File: config.mk
export PLATFORM = sky130hd
export DESIGN_NAME = quad_gate_counter
export DESIGN_NICKNAME = d
export VERILOG_FILES = /design/src/rtl/motor_pkg.sv /design/src/rtl/quad_glitch_filter.sv /design/src/rtl/quad_gate_counter.sv
export SDC_FILE = /design/constraint.sdc
export NUM_CORES = 1
export LEC_CHECK = 0
export CAP_MARGIN = 5
export CORE_MARGIN = 8
export CORE_UTILIZATION = 39
export DETAILED_ROUTE_END_ITERATION = 10
export SLEW_MARGIN = 15
export SYNTH_ARGS = -nofsm -noshare
export SYNTH_HDL_FRONTEND = slang
export SYNTH_SLANG_ARGS = --single-unit
File: constraint.sdc
create_clock -name aclk -period 2.4 [get_ports aclk]
set_clock_uncertainty 0.1 [all_clocks]
set_input_delay 0.6 -clock aclk [delete_from_list [all_inputs] [get_ports aclk]]
set_output_delay 0.6 -clock aclk [all_outputs]
set_load 0.02 [all_outputs]
File: src/rtl/motor_pkg.sv
// rtl/motor_pkg.sv - shared constants and helpers for the motor speed front end
package motor_pkg;

  localparam int CNT_W_DEF = 16;

  typedef enum logic [1:0] {
    STEP_NONE = 2'd0,
    STEP_FWD  = 2'd1,
    STEP_REV  = 2'd2,
    STEP_ERR  = 2'd3
  } step_e;

  function automatic int gate_clocks(input int clk_hz, input int gate_hz);
    return clk_hz / gate_hz;
  endfunction

  // 4x decode of previous vs current {A, B}; both bits moving at once is illegal
  function automatic step_e quad_decode(input logic [1:0] prev, input logic [1:0] cur);
    case ({prev, cur})
      4'b0001, 4'b0111, 4'b1110, 4'b1000: return STEP_FWD;
      4'b0010, 4'b1011, 4'b1101, 4'b0100: return STEP_REV;
      4'b0011, 4'b1100, 4'b0110, 4'b1001: return STEP_ERR;
      default:                            return STEP_NONE;
    endcase
  endfunction

  function automatic int sat_add(input int acc, input step_e step, input int lim);
    int sum;
    sum = acc;
    if (step == STEP_FWD) sum = acc + 1;
    else if (step == STEP_REV) sum = acc - 1;
    if (sum > lim) sum = lim;
    else if (sum < -lim) sum = -lim;
    return sum;
  endfunction

endpackage

File: src/rtl/quad_glitch_filter.sv
// rtl/quad_glitch_filter.sv - 2-FF synchronizer plus minimum-width level filter
module quad_glitch_filter #(
  parameter int MINPW_CYC = 50
) (
  input  logic clk_i,
  input  logic rst_i,
  input  logic raw_i,
  output logic filt_o
);

  localparam int CW = (MINPW_CYC > 1) ? $clog2(MINPW_CYC) : 1;

  logic          sync1_q, sync2_q;
  logic          filt_q, filt_d;
  logic [CW-1:0] cnt_q, cnt_d;

  // A new level is taken only after it has differed from filt for MINPW_CYC samples
  always_comb begin
    filt_d = filt_q;
    cnt_d  = '0;
    if (sync2_q != filt_q) begin
      if (cnt_q == CW'(MINPW_CYC - 1)) filt_d = sync2_q;
      else cnt_d = cnt_q + 1'b1;
    end
  end

  always_ff @(posedge clk_i) begin
    if (rst_i) begin
      sync1_q <= 1'b0;
      sync2_q <= 1'b0;
      filt_q  <= 1'b0;
      cnt_q   <= '0;
    end else begin
      sync1_q <= raw_i;
      sync2_q <= sync1_q;
      filt_q  <= filt_d;
      cnt_q   <= cnt_d;
    end
  end

  assign filt_o = filt_q;

endmodule

File: src/rtl/quad_gate_counter.sv
// rtl/quad_gate_counter.sv - quadrature decode and gated signed edge counter
module quad_gate_counter
  import motor_pkg::*;
#(
  parameter int CLK_HZ    = 100_000_000,
  parameter int GATE_HZ   = 200,
  parameter int MINPW_CYC = 50,
  parameter int CNT_W     = CNT_W_DEF
) (
  input  logic                    aclk,
  input  logic                    rst,
  input  logic                    enc_a_in,
  input  logic                    enc_b_in,
  output logic signed [CNT_W-1:0] spdcnt,
  output logic                    cnt_valid,
  output logic                    dir_out,
  output logic                    gate_err
);

  localparam int GATE_CLOCKS = gate_clocks(CLK_HZ, GATE_HZ);
  localparam int GW          = (GATE_CLOCKS > 1) ? $clog2(GATE_CLOCKS) : 1;
  localparam int LIM         = (2 ** (CNT_W - 1)) - 1;

  logic                    filt_a, filt_b;
  logic [1:0]              prev_q;
  logic [GW-1:0]           gate_ctr_q, gate_ctr_d;
  logic signed [CNT_W-1:0] acc_q, acc_d, spdcnt_q, spdcnt_d;
  logic                    win_err_q, win_err_d;
  logic                    valid_q, valid_d, dir_q, dir_d, err_q, err_d;
  logic                    terminal;
  step_e                   step;
  int                      sum;

  quad_glitch_filter #(.MINPW_CYC(MINPW_CYC)) u_filt_a (
    .clk_i (aclk),
    .rst_i (rst),
    .raw_i (enc_a_in),
    .filt_o(filt_a)
  );

  quad_glitch_filter #(.MINPW_CYC(MINPW_CYC)) u_filt_b (
    .clk_i (aclk),
    .rst_i (rst),
    .raw_i (enc_b_in),
    .filt_o(filt_b)
  );

  // The terminal cycle's own step belongs to the window being closed
  always_comb begin
    step       = quad_decode(prev_q, {filt_a, filt_b});
    sum        = sat_add(int'(acc_q), step, LIM);
    terminal   = (gate_ctr_q == GW'(GATE_CLOCKS - 1));
    gate_ctr_d = terminal ? '0 : gate_ctr_q + 1'b1;
    acc_d      = CNT_W'(sum);
    win_err_d  = win_err_q | (step == STEP_ERR);
    spdcnt_d   = spdcnt_q;
    dir_d      = dir_q;
    err_d      = err_q;
    valid_d    = terminal;
    if (terminal) begin
      spdcnt_d  = CNT_W'(sum);
      dir_d     = (sum >= 0);
      err_d     = win_err_d;
      acc_d     = '0;
      win_err_d = 1'b0;
    end
  end

  always_ff @(posedge aclk) begin
    if (rst) begin
      prev_q     <= 2'b00;
      gate_ctr_q <= '0;
      acc_q      <= '0;
      win_err_q  <= 1'b0;
      spdcnt_q   <= '0;
      valid_q    <= 1'b0;
      dir_q      <= 1'b1;
      err_q      <= 1'b0;
    end else begin
      prev_q     <= {filt_a, filt_b};
      gate_ctr_q <= gate_ctr_d;
      acc_q      <= acc_d;
      win_err_q  <= win_err_d;
      spdcnt_q   <= spdcnt_d;
      valid_q    <= valid_d;
      dir_q      <= dir_d;
      err_q      <= err_d;
    end
  end

  assign spdcnt    = spdcnt_q;
  assign cnt_valid = valid_q;
  assign dir_out   = dir_q;
  assign gate_err  = err_q;

endmodule

==> flow_metrics.tcl <==
set metrics [dict create \
    fraction_of_layout_instances_using_a_drive_strength_above_1 0.313 \
    status "finished with violations" \
    layout.nets 488 \
    synth_edf_count 0 \
    critical_path_arrival_ps 2640 \
    timing.max_cap.violations 0 \
    io_pins 23 \
    synthXorXnorAreaFrac 0.108 \
    synth_top_area_frac 0.432 \
    initial_drt_markers 154 \
    predominant_post_synthesis_flop_cell "sky130_fd_sc_hd__dfxtp_1" \
    synth_compound_gate_area_share 0.111 \
    worst_setup_hold_path_clk_slew_ps 90 \
    floorplan.initialDensity 0.401 \
    worst_pin_slew_ps 498 \
    slew_headroom 0.667 \
    die_width_um 110 \
    cts-root-to-sink-buffers 2 \
    overflow 0 \
    commonest_cells_after_routing_fill_and_taps_aside "sky130_fd_sc_hd__dfxtp_1, sky130_fd_sc_hd__buf_4, sky130_fd_sc_hd__nor2_1, sky130_fd_sc_hd__nand2_1, sky130_fd_sc_hd__xnor2_1" \
    synth-seq-cells 75 \
    fmax_mhz 408 \
    hold_path.class "flip-flop to flip-flop" \
    final_core_util 0.551 \
    grt_setup_unrepaired "true" \
    finalHoldViolCount 0 \
    antenna-diode-count 0 \
    power.static_leakage_uw 0.00181 \
    dpl.hpwl_mm 5.78 \
    first_global_vias 2909 \
    crit_path_max_incr_delay_ps 580 \
    synth.area.top_cells "sky130_fd_sc_hd__dfxtp_1, sky130_fd_sc_hd__nor2_1, sky130_fd_sc_hd__xnor2_1" \
    endpoint_kind "flip-flop" \
    tritoncts_clock_tree "built" \
    core_area_sq_um 8680 \
    numClockSinks 75 \
    fp-row-count 34 \
    yosys.area_share.simple 0.277 \
    drt-total-wl_mm 8.46 \
    syn_area_sq_um 3480 \
    clk_latency_ps 360 \
    synth-seq-area-share 0.432 \
    postSynth.asyncResetShare 0 \
    cts.hold.buffers_added 0 \
    syn-instance-count 392 \
    routed_vias 3038 \
    timing.final.max_slew_violations 0 \
    post_synth.cell_area_avg_sq_um 8.87 \
    place_congestion 0.904 \
    worst_setup_path_start_kind "flip-flop" \
    muxShareOfSynthArea 0.0176 \
    drt_drc_violations_left 0 \
    synth_cell_type_count 55 \
    crit_top_cell "sky130_fd_sc_hd__or4_4" \
    antenna_found_initial 0 \
    cts_made_buffers 9 \
    first_pass_iters 4 \
    worstPathCellList "or4b_1 -> or4_4 -> or4_4 -> nor2_4 -> nand2_8 -> o21ai_1" \
    die_h_um 110 \
    ant_nets 0 \
    cts_max_level 3 \
    largest_family_of_logic_cells_by_synthesized_area "simple AND/OR/NAND/NOR gates" \
    yosysWarnings 0 \
    area_delta_synth_final_pct 37.4 \
    synth_fa_ha_area_frac 0.0252 \
    fin_hold_ws_ps 349 \
    setup-violations-final 20 \
    power_per_cell_area_nw_per_um2 646 \
    violated_checks "negative setup slack" \
    path_max_fanout 13 \
    grt_use_total 0.132 \
    wire_per_inst_um 14.3 \
    vias_per_cell 5.15 \
    clockRootBuffer "sky130_fd_sc_hd__clkbuf_8" \
    min_period_ps 2450 \
    post-route-worst-setup-slack_ps -48.2 \
    yosysTopAreaCell "sky130_fd_sc_hd__dfxtp_1" \
    critical_path_required_ps 2600 \
    timing_worst_setup_path_type "flip-flop to flip-flop" \
    final.period_utilization 1.02 \
    total_power_uw 3090 \
    critPathSlowestCell "sky130_fd_sc_hd__or4_4" \
    mostFrequentLayoutCell "sky130_fd_sc_hd__dfxtp_1" \
    grt_max_degree 18 \
    floorplan.die_area_sq_um 12200 \
    irDropWorstVdd_mv 0.361 \
    wire_length_of_the_first_global_routing_pass_mm 13.7 \
    synth_fp_nets 403 \
    port_buffers 22 \
]
final cells by class:
cell class                      instances  area (sq um)
Clock buffer                            9           124
Clock inverter                          7          82.6
Fill cell                             794          3900
Inverter                                6          22.5
Multi-Input combinational cell        297          2090
Sequential cell                        75          1510
Tap cell                              108           135
Timing Repair Buffer                   88           813
cell usage after synthesis (7+ instances only):
cell type and n:
sky130_fd_sc_hd__dfxtp_1 75, sky130_fd_sc_hd__xor2_1 18, sky130_fd_sc_hd__and3_1 10, sky130_fd_sc_hd__nor2b_1 9, sky130_fd_sc_hd__nor2_1 72, sky130_fd_sc_hd__nand3_1 19, sky130_fd_sc_hd__nand2_1 29, sky130_fd_sc_hd__xnor2_1 25
sky130_fd_sc_hd__or3_1 8, sky130_fd_sc_hd__o21ai_0 8, sky130_fd_sc_hd__o21ai_2 10, sky130_fd_sc_hd__nor3_1 10, sky130_fd_sc_hd__ha_1 7
cells by family (layout without fill, tap and decap cells):
family / after synthesis / after routing
simple gates: 189 / 189
buf+inv: 20 / 110
compound gates: 52 / 52
flops: 75 / 75
mux: 6 / 6
fa+ha+maj: 7 / 7
xor+xnor: 43 / 43
worst max-delay path, delay by kind of cell (launching register included):
kind               cells  cell delay (ps)
AOI/OAI and AO/OA      1              150
DFF                    1              320
and+or+nand+nor        5             1810
where the power goes:
part	total, uW	internal, uW	switching [uW]
logic	709	355	354
registers	1340	1290	49.5
clock network	1040	500	540
worst paths after layout:
check / endpoint / slack (ps) / start / cells after the start
setup / recovery: spdcnt[6] / -50 / gate_ctr_q[11] / 6
hold / removal: u_filt_a.sync2_q / 350 / u_filt_a.sync1_q / 1
setup reg to reg: spdcnt[6] / -50 / gate_ctr_q[11] / 6
hold reg to reg: u_filt_a.sync2_q / 350 / u_filt_a.sync1_q / 1
stage by stage:
| step | instance area, sq um | TNS, ps | instances | worst slack [ps] |
|---|---|---|---|---|
| floorplan | 3510 | -13.1 | 392 | -5.08 |
| global placement | 4240 | -1060 | 566 | -98.3 |
| detailed placement | 4240 | -1600 | 566 | -168 |
| CTS | 4490 | -169 | 583 | -34.1 |
| global route | 4780 | -3740 | 590 | -133 |
| finish | 4780 | -501 | 590 | -48.2 |
flip-flops by register name (all words and copies together) (netlist names):
name              count
acc_q                16
cnt_valid             1
dir_out               1
gate_ctr_q           19
gate_err              1
prev_q                2
spdcnt               16
u_filt_a.cnt_q        6
u_filt_a.filt_o       1
u_filt_a.sync1_q      1
u_filt_a.sync2_q      1
u_filt_b.cnt_q        6
u_filt_b.filt_o       1
u_filt_b.sync1_q      1
u_filt_b.sync2_q      1
win_err_q             1
layer usage:
| layer | routed length (um) | vias up | GRT usage | share of wire |
|---|---|---|---|---|
| met3 | 401 | 18 | 0.0335 | 0.047 |
| met2 | 3790 | 72 | 0.196 | 0.45 |
| met1 | 4100 | 1422 | 0.175 | 0.49 |
| met5 | 0 | - | 0 | 0 |
| li1 | - | 1526 | - | - |
| met4 | 161 | 0 | 0.0613 | 0.019 |
timing repair:
item / CTS / global route
cloned: 0 / 3
endpoints found under the setup margin: 19 / 48
pin swaps: 0 / 12
setup buffers: 1 / 4
gates resized for setup: 8 / 50
Note: power is estimated with default switching activity, not from simulation.
